File: src/rtl/matrix_load_sequencer_pkg.sv
// Shared types and header layout for the serial matrix loader.
// Also holds the helper that derives the header field width.
package matrix_load_pkg;

    typedef enum logic [2:0] {
        ST_IDLE   = 3'd0,
        ST_HEADER = 3'd1,
        ST_LOAD_A = 3'd2,
        ST_LOAD_B = 3'd3,
        ST_DONE   = 3'd4,
        ST_ERROR  = 3'd5
    } load_state_e;

    // Header fields arrive M, K, N, each MSB-first.
    localparam int HDR_FIELDS = 3;
    localparam int HDR_M_IDX  = 0;
    localparam int HDR_K_IDX  = 1;
    localparam int HDR_N_IDX  = 2;

    function automatic int calc_dim_w(input int max_m, input int max_k, input int max_n);
        int mx;
        mx = (max_m > max_k) ? ((max_m > max_n) ? max_m : max_n)
                             : ((max_k > max_n) ? max_k : max_n);
        return $clog2(mx) + 1;
    endfunction

endpackage

File: src/rtl/matrix_load_sequencer_serial_elem_packer.sv
// Bit-serial element deserializer and vector packer, shared by the A-row and
// B-column phases; sel_b picks which vector count terminates the phase.
module serial_elem_packer #(
    parameter int ELEM_W = 8,
    parameter int MAX_K  = 32,
    parameter int DIM_W  = 6,
    parameter int IDX_W  = 5
) (
    input  logic                      eth_refclk,
    input  logic                      rst,
    input  logic                      clear,
    input  logic                      shift_en,
    input  logic                      bit_in,
    input  logic                      sel_b,
    input  logic [DIM_W-1:0]          k_len,
    input  logic [DIM_W-1:0]          m_len,
    input  logic [DIM_W-1:0]          n_len,
    output logic [MAX_K*ELEM_W-1:0]   vec_word,
    output logic                      vec_done,
    output logic                      vec_last,
    output logic [IDX_W-1:0]          vec_idx
);

    localparam int VEC_W  = MAX_K * ELEM_W;
    localparam int BIT_CW = $clog2(ELEM_W);
    localparam logic [BIT_CW-1:0] LAST_BIT = BIT_CW'(ELEM_W - 1);

    logic [ELEM_W-2:0]  elem_shift_r;
    logic [BIT_CW-1:0]  bit_cnt_r;
    logic [DIM_W-1:0]   elem_cnt_r;
    logic [IDX_W-1:0]   vec_idx_r;
    logic [VEC_W-1:0]   row_r;

    logic [ELEM_W-1:0]  elem_next_s;
    logic [VEC_W-1:0]   row_next_s;
    logic [DIM_W-1:0]   vec_len_s;
    logic               elem_full_s;
    logic               row_full_s;
    logic               vec_last_s;

    // Merge the incoming bit so a full vector is visible on the sampling cycle.
    always_comb begin
        elem_next_s = {elem_shift_r, bit_in};
        elem_full_s = shift_en && (bit_cnt_r == LAST_BIT);
        row_full_s  = elem_full_s && (elem_cnt_r == (k_len - DIM_W'(1)));
        if (sel_b) begin
            vec_len_s = n_len;
        end else begin
            vec_len_s = m_len;
        end
        vec_last_s  = row_full_s && (vec_idx_r == IDX_W'(vec_len_s - DIM_W'(1)));
        row_next_s  = row_r;
        row_next_s[elem_cnt_r * ELEM_W +: ELEM_W] = elem_next_s;
    end

    assign vec_word = row_next_s;
    assign vec_done = row_full_s;
    assign vec_last = vec_last_s;
    assign vec_idx  = vec_idx_r;

    // Bit, element and vector counters; the row register clears as it is handed off.
    always_ff @(posedge eth_refclk) begin
        if (rst || clear) begin
            elem_shift_r <= '0;
            bit_cnt_r    <= '0;
            elem_cnt_r   <= '0;
            vec_idx_r    <= '0;
            row_r        <= '0;
        end else if (shift_en) begin
            if (elem_full_s) begin
                elem_shift_r <= '0;
                bit_cnt_r    <= '0;
                if (row_full_s) begin
                    row_r      <= '0;
                    elem_cnt_r <= '0;
                    vec_idx_r  <= vec_last_s ? '0 : vec_idx_r + IDX_W'(1);
                end else begin
                    row_r      <= row_next_s;
                    elem_cnt_r <= elem_cnt_r + DIM_W'(1);
                end
            end else begin
                elem_shift_r <= elem_next_s[ELEM_W-2:0];
                bit_cnt_r    <= bit_cnt_r + BIT_CW'(1);
            end
        end
    end

endmodule

File: src/rtl/matrix_load_sequencer.sv
// Parses a bit-serial matrix frame and writes A rows / B columns into the
// dual-clock BRAM write ports, flagging completion and malformed frames.
module matrix_load_sequencer
    import matrix_load_pkg::*;
#(
    parameter int ELEM_W = 8,
    parameter int MAX_M  = 32,
    parameter int MAX_K  = 32,
    parameter int MAX_N  = 32,
    localparam int DIM_W = calc_dim_w(MAX_M, MAX_K, MAX_N)
) (
    input  logic                      eth_refclk,
    input  logic                      rst,
    input  logic                      axiiv,
    input  logic                      axiid,
    output logic                      a_we,
    output logic [$clog2(MAX_M)-1:0]  a_addr,
    output logic [MAX_K*ELEM_W-1:0]   a_din,
    output logic                      b_we,
    output logic [$clog2(MAX_N)-1:0]  b_addr,
    output logic [MAX_K*ELEM_W-1:0]   b_din,
    output logic [DIM_W-1:0]          m_out,
    output logic [DIM_W-1:0]          k_out,
    output logic [DIM_W-1:0]          n_out,
    output logic                      busy,
    output logic                      complete,
    output logic                      err
);

    localparam int A_AW     = $clog2(MAX_M);
    localparam int B_AW     = $clog2(MAX_N);
    localparam int IDX_W    = (A_AW > B_AW) ? A_AW : B_AW;
    localparam int VEC_W    = MAX_K * ELEM_W;
    localparam int HDR_BITS = HDR_FIELDS * DIM_W;
    localparam int HDR_CW   = $clog2(HDR_BITS + 1);
    localparam logic [HDR_CW-1:0] HDR_LAST = HDR_CW'(HDR_BITS - 1);
    localparam logic [DIM_W-1:0]  MAX_M_D  = DIM_W'(MAX_M);
    localparam logic [DIM_W-1:0]  MAX_K_D  = DIM_W'(MAX_K);
    localparam logic [DIM_W-1:0]  MAX_N_D  = DIM_W'(MAX_N);

    function automatic logic [DIM_W-1:0] hdr_field(input logic [HDR_BITS-1:0] hdr, input int idx);
        return hdr[(HDR_FIELDS - 1 - idx) * DIM_W +: DIM_W];
    endfunction

    load_state_e          state_r, state_next_s;
    logic [HDR_BITS-2:0]  hdr_shift_r;
    logic [HDR_CW-1:0]    hdr_cnt_r;
    logic [HDR_BITS-1:0]  hdr_next_s;
    logic [DIM_W-1:0]     hdr_m_s, hdr_k_s, hdr_n_s;
    logic                 hdr_ok_s, hdr_last_s, in_load_s, live_s;

    logic                 a_we_r, b_we_r, busy_r, complete_r, err_r;
    logic [A_AW-1:0]      a_addr_r;
    logic [B_AW-1:0]      b_addr_r;
    logic [VEC_W-1:0]     a_din_r, b_din_r;
    logic [DIM_W-1:0]     m_r, k_r, n_r;

    logic [VEC_W-1:0]     pk_word_s;
    logic                 pk_done_s, pk_last_s;
    logic [IDX_W-1:0]     pk_idx_s;

    serial_elem_packer #(
        .ELEM_W (ELEM_W),
        .MAX_K  (MAX_K),
        .DIM_W  (DIM_W),
        .IDX_W  (IDX_W)
    ) u_packer (
        .eth_refclk (eth_refclk),
        .rst        (rst),
        .clear      (!in_load_s),
        .shift_en   (axiiv && in_load_s),
        .bit_in     (axiid),
        .sel_b      (state_r == ST_LOAD_B),
        .k_len      (k_r),
        .m_len      (m_r),
        .n_len      (n_r),
        .vec_word   (pk_word_s),
        .vec_done   (pk_done_s),
        .vec_last   (pk_last_s),
        .vec_idx    (pk_idx_s)
    );

    // Header decode uses the bit being sampled so the check lands on the last header bit.
    always_comb begin
        hdr_next_s = {hdr_shift_r, axiid};
        hdr_m_s    = hdr_field(hdr_next_s, HDR_M_IDX);
        hdr_k_s    = hdr_field(hdr_next_s, HDR_K_IDX);
        hdr_n_s    = hdr_field(hdr_next_s, HDR_N_IDX);
        hdr_ok_s   = (hdr_m_s != '0) && (hdr_m_s <= MAX_M_D) &&
                     (hdr_k_s != '0) && (hdr_k_s <= MAX_K_D) &&
                     (hdr_n_s != '0) && (hdr_n_s <= MAX_N_D);
        hdr_last_s = (state_r == ST_HEADER) && axiiv && (hdr_cnt_r == HDR_LAST);
        in_load_s  = (state_r == ST_LOAD_A) || (state_r == ST_LOAD_B);
        live_s     = in_load_s || (state_r == ST_HEADER);
    end

    // Next-state logic.
    always_comb begin
        state_next_s = state_r;
        case (state_r)
            ST_IDLE: begin
                if (axiiv) state_next_s = ST_HEADER;
                else       state_next_s = ST_IDLE;
            end
            ST_HEADER: begin
                if (!axiiv)          state_next_s = ST_IDLE;
                else if (hdr_last_s) state_next_s = hdr_ok_s ? ST_LOAD_A : ST_ERROR;
                else                 state_next_s = ST_HEADER;
            end
            ST_LOAD_A: begin
                if (!axiiv)         state_next_s = ST_IDLE;
                else if (pk_last_s) state_next_s = ST_LOAD_B;
                else                state_next_s = ST_LOAD_A;
            end
            ST_LOAD_B: begin
                if (!axiiv)         state_next_s = ST_IDLE;
                else if (pk_last_s) state_next_s = ST_DONE;
                else                state_next_s = ST_LOAD_B;
            end
            ST_DONE, ST_ERROR: begin
                if (!axiiv) state_next_s = ST_IDLE;
                else        state_next_s = state_r;
            end
            default: state_next_s = ST_IDLE;
        endcase
    end

    // State register.
    always_ff @(posedge eth_refclk) begin
        if (rst) state_r <= ST_IDLE;
        else     state_r <= state_next_s;
    end

    // Header shifter and registered outputs.
    always_ff @(posedge eth_refclk) begin
        if (rst) begin
            hdr_shift_r <= '0;
            hdr_cnt_r   <= '0;
            a_we_r      <= 1'b0;
            a_addr_r    <= '0;
            a_din_r     <= '0;
            b_we_r      <= 1'b0;
            b_addr_r    <= '0;
            b_din_r     <= '0;
            m_r         <= '0;
            k_r         <= '0;
            n_r         <= '0;
            busy_r      <= 1'b0;
            complete_r  <= 1'b0;
            err_r       <= 1'b0;
        end else begin
            a_we_r <= 1'b0;
            b_we_r <= 1'b0;
            busy_r <= (state_next_s == ST_HEADER) || (state_next_s == ST_LOAD_A) ||
                      (state_next_s == ST_LOAD_B);
            err_r  <= ((state_next_s == ST_ERROR) && (state_r != ST_ERROR)) ||
                      (live_s && !axiiv);
            if ((state_r == ST_IDLE) && axiiv) begin
                hdr_shift_r <= {{(HDR_BITS-2){1'b0}}, axiid};
                hdr_cnt_r   <= HDR_CW'(1);
                complete_r  <= 1'b0;
            end else if ((state_r == ST_HEADER) && axiiv) begin
                hdr_shift_r <= hdr_next_s[HDR_BITS-2:0];
                hdr_cnt_r   <= hdr_cnt_r + HDR_CW'(1);
            end
            if (hdr_last_s && hdr_ok_s) begin
                m_r <= hdr_m_s;
                k_r <= hdr_k_s;
                n_r <= hdr_n_s;
            end
            if (pk_done_s && (state_r == ST_LOAD_A)) begin
                a_we_r   <= 1'b1;
                a_addr_r <= A_AW'(pk_idx_s);
                a_din_r  <= pk_word_s;
            end
            if (pk_done_s && (state_r == ST_LOAD_B)) begin
                b_we_r   <= 1'b1;
                b_addr_r <= B_AW'(pk_idx_s);
                b_din_r  <= pk_word_s;
                if (pk_last_s) complete_r <= 1'b1;
            end
        end
    end

    assign a_we     = a_we_r;
    assign a_addr   = a_addr_r;
    assign a_din    = a_din_r;
    assign b_we     = b_we_r;
    assign b_addr   = b_addr_r;
    assign b_din    = b_din_r;
    assign m_out    = m_r;
    assign k_out    = k_r;
    assign n_out    = n_r;
    assign busy     = busy_r;
    assign complete = complete_r;
    assign err      = err_r;

endmodule

File: config.mk
export PLATFORM = sky130hd
export DESIGN_NAME = matrix_load_sequencer
export DESIGN_NICKNAME = d
export VERILOG_FILES = /design/src/rtl/matrix_load_sequencer_pkg.sv /design/src/rtl/matrix_load_sequencer_serial_elem_packer.sv /design/src/rtl/matrix_load_sequencer.sv
export SDC_FILE = /design/constraint.sdc
export NUM_CORES = 2
export LEC_CHECK = 0
export ABC_AREA = 0
export CAP_MARGIN = 30
export CORE_MARGIN = 2
export CORE_UTILIZATION = 46
export CTS_CLUSTER_DIAMETER = 40
export DETAILED_ROUTE_END_ITERATION = 16
export PLACE_DENSITY_LB_ADDON = 0.1
export SYNTH_ARGS = -nofsm -noshare
export SYNTH_HDL_FRONTEND = slang
export SYNTH_SLANG_ARGS = --single-unit
File: constraint.sdc
create_clock -name eth_refclk -period 6.9 [get_ports eth_refclk]
set_clock_uncertainty 0.05 [all_clocks]
set_input_delay 2.07 -clock eth_refclk [delete_from_list [all_inputs] [get_ports eth_refclk]]
set_output_delay 2.07 -clock eth_refclk [all_outputs]
set_load 0.01 [all_outputs]
==> impl_results.md <==
- Outcome: finished, final reports clean
- Dpl hpwl: 72900 um
- Routed via count: around 29000
- Largest net degree at the start of global routing: 202
- Fmax: between 150 and 200 MHz
- Core Region: between 0.07 and 0.08 mm2
- PortBufs: about 550
- IO Count: 549
- Required time of the critical path: between 7 and 8 ns
- Ys async rst share: 0%
- Final nets: around 4200
- Synthesized flop and latch total: 847
- TritonCTS clock tree: built
- CP cell instances: clkdlybuf4s50_1, and3b_1, buf_4, nand2_8, nor3_2, nand4_2, nor2_4, buf_12, nor2_1, a211oi_1
- Syn nets: between 3000 and 4000
- Final GP Congestion: ~0.86
- Fin. max-slew vios: 0
- CTS buffer count: 121
- Site Rows: 99
- CP Data Arrival Time: approximately 5.6 ns
- Sequential fraction of the synthesis area: 50.3%
- WL/cell: 20.3 um
- Worst Hold Class: register to register
- # H-tree levels: 3
- Final core utilization: 60.4%
- Post-CTS setup buffers: 0
- Syn Area/Cell: 8.77 um2
- Reg2Reg Depth: 7
- PwrDens: ~270 mW/mm2
- 1st-pass router iterations: 8
- Starting DRT DRC Count: roughly 2200
- Vias/cell: about 5.4
- Reg-to-reg startpoint: u_packer.elem_cnt_r[0]
- Met3 GRT Util: under 10%
- Worst slew pin tran: between 1 and 1.5 ns
- Synth Cell Area: 0.0337 mm2
- Longest Clk Path Bufs: 3
- GR peak layer: met2
- Yosys warning count: 0
- Number of synthesized flops with an enable pin: 0
- Clk Latency, worst-skew pair: between 0.6 and 0.7 ns
- Share of layout cells above drive strength 1: 11.5%
- CTS sink cnt: between 800 and 900
- # hold bufs at CTS: 0
- Worst setup EP type: register
- Antenna violations before repair: 0
- Max-Cap Viols: 0
- Final wirelength: ~110000 um
- Hold path cells: 2
- Worst-path fanout max: between 150 and 200
- Hold Fails Final Rpt: 0
- RSZ-0062 raised after global routing: no
- Leak Pwr: roughly 0.014 uW
- WS Path Type: primary input to register
- FF-to-FF setup slack: between 2 and 2.5 ns
- Synth-to-Final Area Change: 30.5%
- Met2 Usage GRT: a little under half
- Effective utilization at floorplan: a little under half
- Vias in the first global route: 26800
- RR Endpoint: a_din[219]
- Commonest non-fill, non-tap cell in the layout: nor2_1
- Worst-path clk slew: 0.05 ns
- Commonest non-fill, non-tap cells in the layout: nor2_1, dfxtp_1, clkdlybuf4s50_1
- Post_cts resized: 0
- Slew headroom: between 10% and 20%
- Period utilisation layout: approximately 73%
- Min Tclk post-route: a little over 5 ns
- Antenna cells: 0
- Syn Inst Count: between 3000 and 4000
- Grt ovf: 0
- Worst path slowest cell: clkdlybuf4s50_1
- Worst min-delay path startpoint: a_din[228]
- Max VDD drop: roughly 0.21 mV
- Root Buffer: clkbuf_16
- Die Y: between 200 and 300 um
- Crit-path max cell delay: 0.56 ns
- Routing usage on met1: between 30% and 40%
- Remaining antenna violation count after routing: 0
- Primary FF master, synth: dfxtp_1
- Hold endpoint: a_din[228]
- Tot GR Track Use: between 20% and 30%
- Worst Setup Start Kind: primary input
- Number of distinct library cells after synthesis: 75
- Die X: between 200 and 300 um
- Die area: between 0.07 and 0.08 mm2
- First-pass GRT wire length: about 160000 um
- Setup TNS: 0 ns
- Final Setup Violations: 0
- DRC violations left: 0
==> cell usage after synthesis, types with 13 or more instances <==
master,count,area (um2)
a211oi_1,209,1570
a21oi_1,209,1050
a22oi_1,245,1840
and2_1,44,275
buf_1,15,56.3
buf_2,99,495
buf_4,22,165
clkbuf_1,187,702
dfxtp_1,847,17000
mux2_2,136,1530
mux2_4,16,240
mux2i_1,119,1190
nand2_1,422,1580
nand4_1,17,106
nor2_1,877,3290
nor2_2,23,144
nor3_1,158,791
nor3_2,18,180
xnor2_1,13,114
==> sequential cells by signal (all words and copies together) (netlist names) <==
register               flops
u_packer.row_r           256
a_we                       1
a_din                    256
n_out                      6
err                        1
b_addr                     5
u_packer.elem_shift_r      7
u_packer.elem_cnt_r        6
busy                       1
a_addr                     5
u_packer.vec_idx           5
u_packer.bit_cnt_r         3
complete                   1
b_we                       1
k_out                      6
b_din                    256
m_out                      6
state_r                    3
hdr_shift_r               17
hdr_cnt_r                  5
==> worst max path at each step <==
| stage | cells past startpoint | slack (ns) | to | startpoint |
|---|---|---|---|---|
| after floorplan | 10 | 3.03 | a_din[224] | axiiv |
| after global placement | 10 | 1.41 | a_din[77] | axiiv |
| after detailed placement | 10 | 1.25 | a_din[81] | axiiv |
| after CTS | 10 | 1.91 | a_din[117] | axiiv |
| after global routing | 10 | 1.61 | b_din[117] | axiiv |
| final | 10 | 1.87 | b_din[105] | axiiv |
==> layer usage <==
layer,wire [um],up-vias
met4,3170,0
met3,6350,175
li1,-,14000
met2,52600,873
met5,0,-
met1,45100,13600
==> per-stage QoR <==
step / total power, uW / setup slack (ns) / hold slack [ns] / instance area (um2) / std cells
after CTS: 11700 / 1.91 / 0.400 / 43900 / 5290
after global routing: 12000 / 1.61 / 0.412 / 43900 / 5291
final: 11600 / 1.87 / 0.397 / 43900 / 5291
after detailed placement: 5080 / 1.25 / 0.393 / 39500 / 5062
after global placement: 5080 / 1.41 / 0.386 / 39400 / 5056
after floorplan: 5060 / 3.03 / 0.381 / 33700 / 3841
==> cell families after synthesis <==
logic type      Yosys count  synth area share, %
compound gates          718                 14.6
flops                   847                 50.3
mux                     271                 8.80
fa+ha+maj                10                0.371
simple gates           1634                 20.8
xor+xnor                 25                0.728
buf+inv                 336                 4.41
==> report_power, final <==
part | total, uW | switching (uW) | leakage [uW] | internal, uW
logic | 79.1 | 66.5 | 0.00553 | 12.6
registers | 4900 | 3.25 | 0.00682 | 4890
clock network | 6670 | 2410 | 0.00212 | 4260
==> layout make-up <==
type / count / area, um2
Fill cell: 6372 / 28800
Sequential cell: 847 / 17000
Multi-Input combinational cell: 2658 / 15300
Timing Repair Buffer: 590 / 6000
Clock buffer: 147 / 3300
Tap cell: 959 / 1200
Clock inverter: 81 / 1160
Inverter: 9 / 33.8
==> critical path, delay by kind of cell <==
kind            cells  cell delay (ns)
simple gates        6             1.77
compound gates      1             0.27
buf+inv             3             1.23
Power figures use the tool's default switching activity.
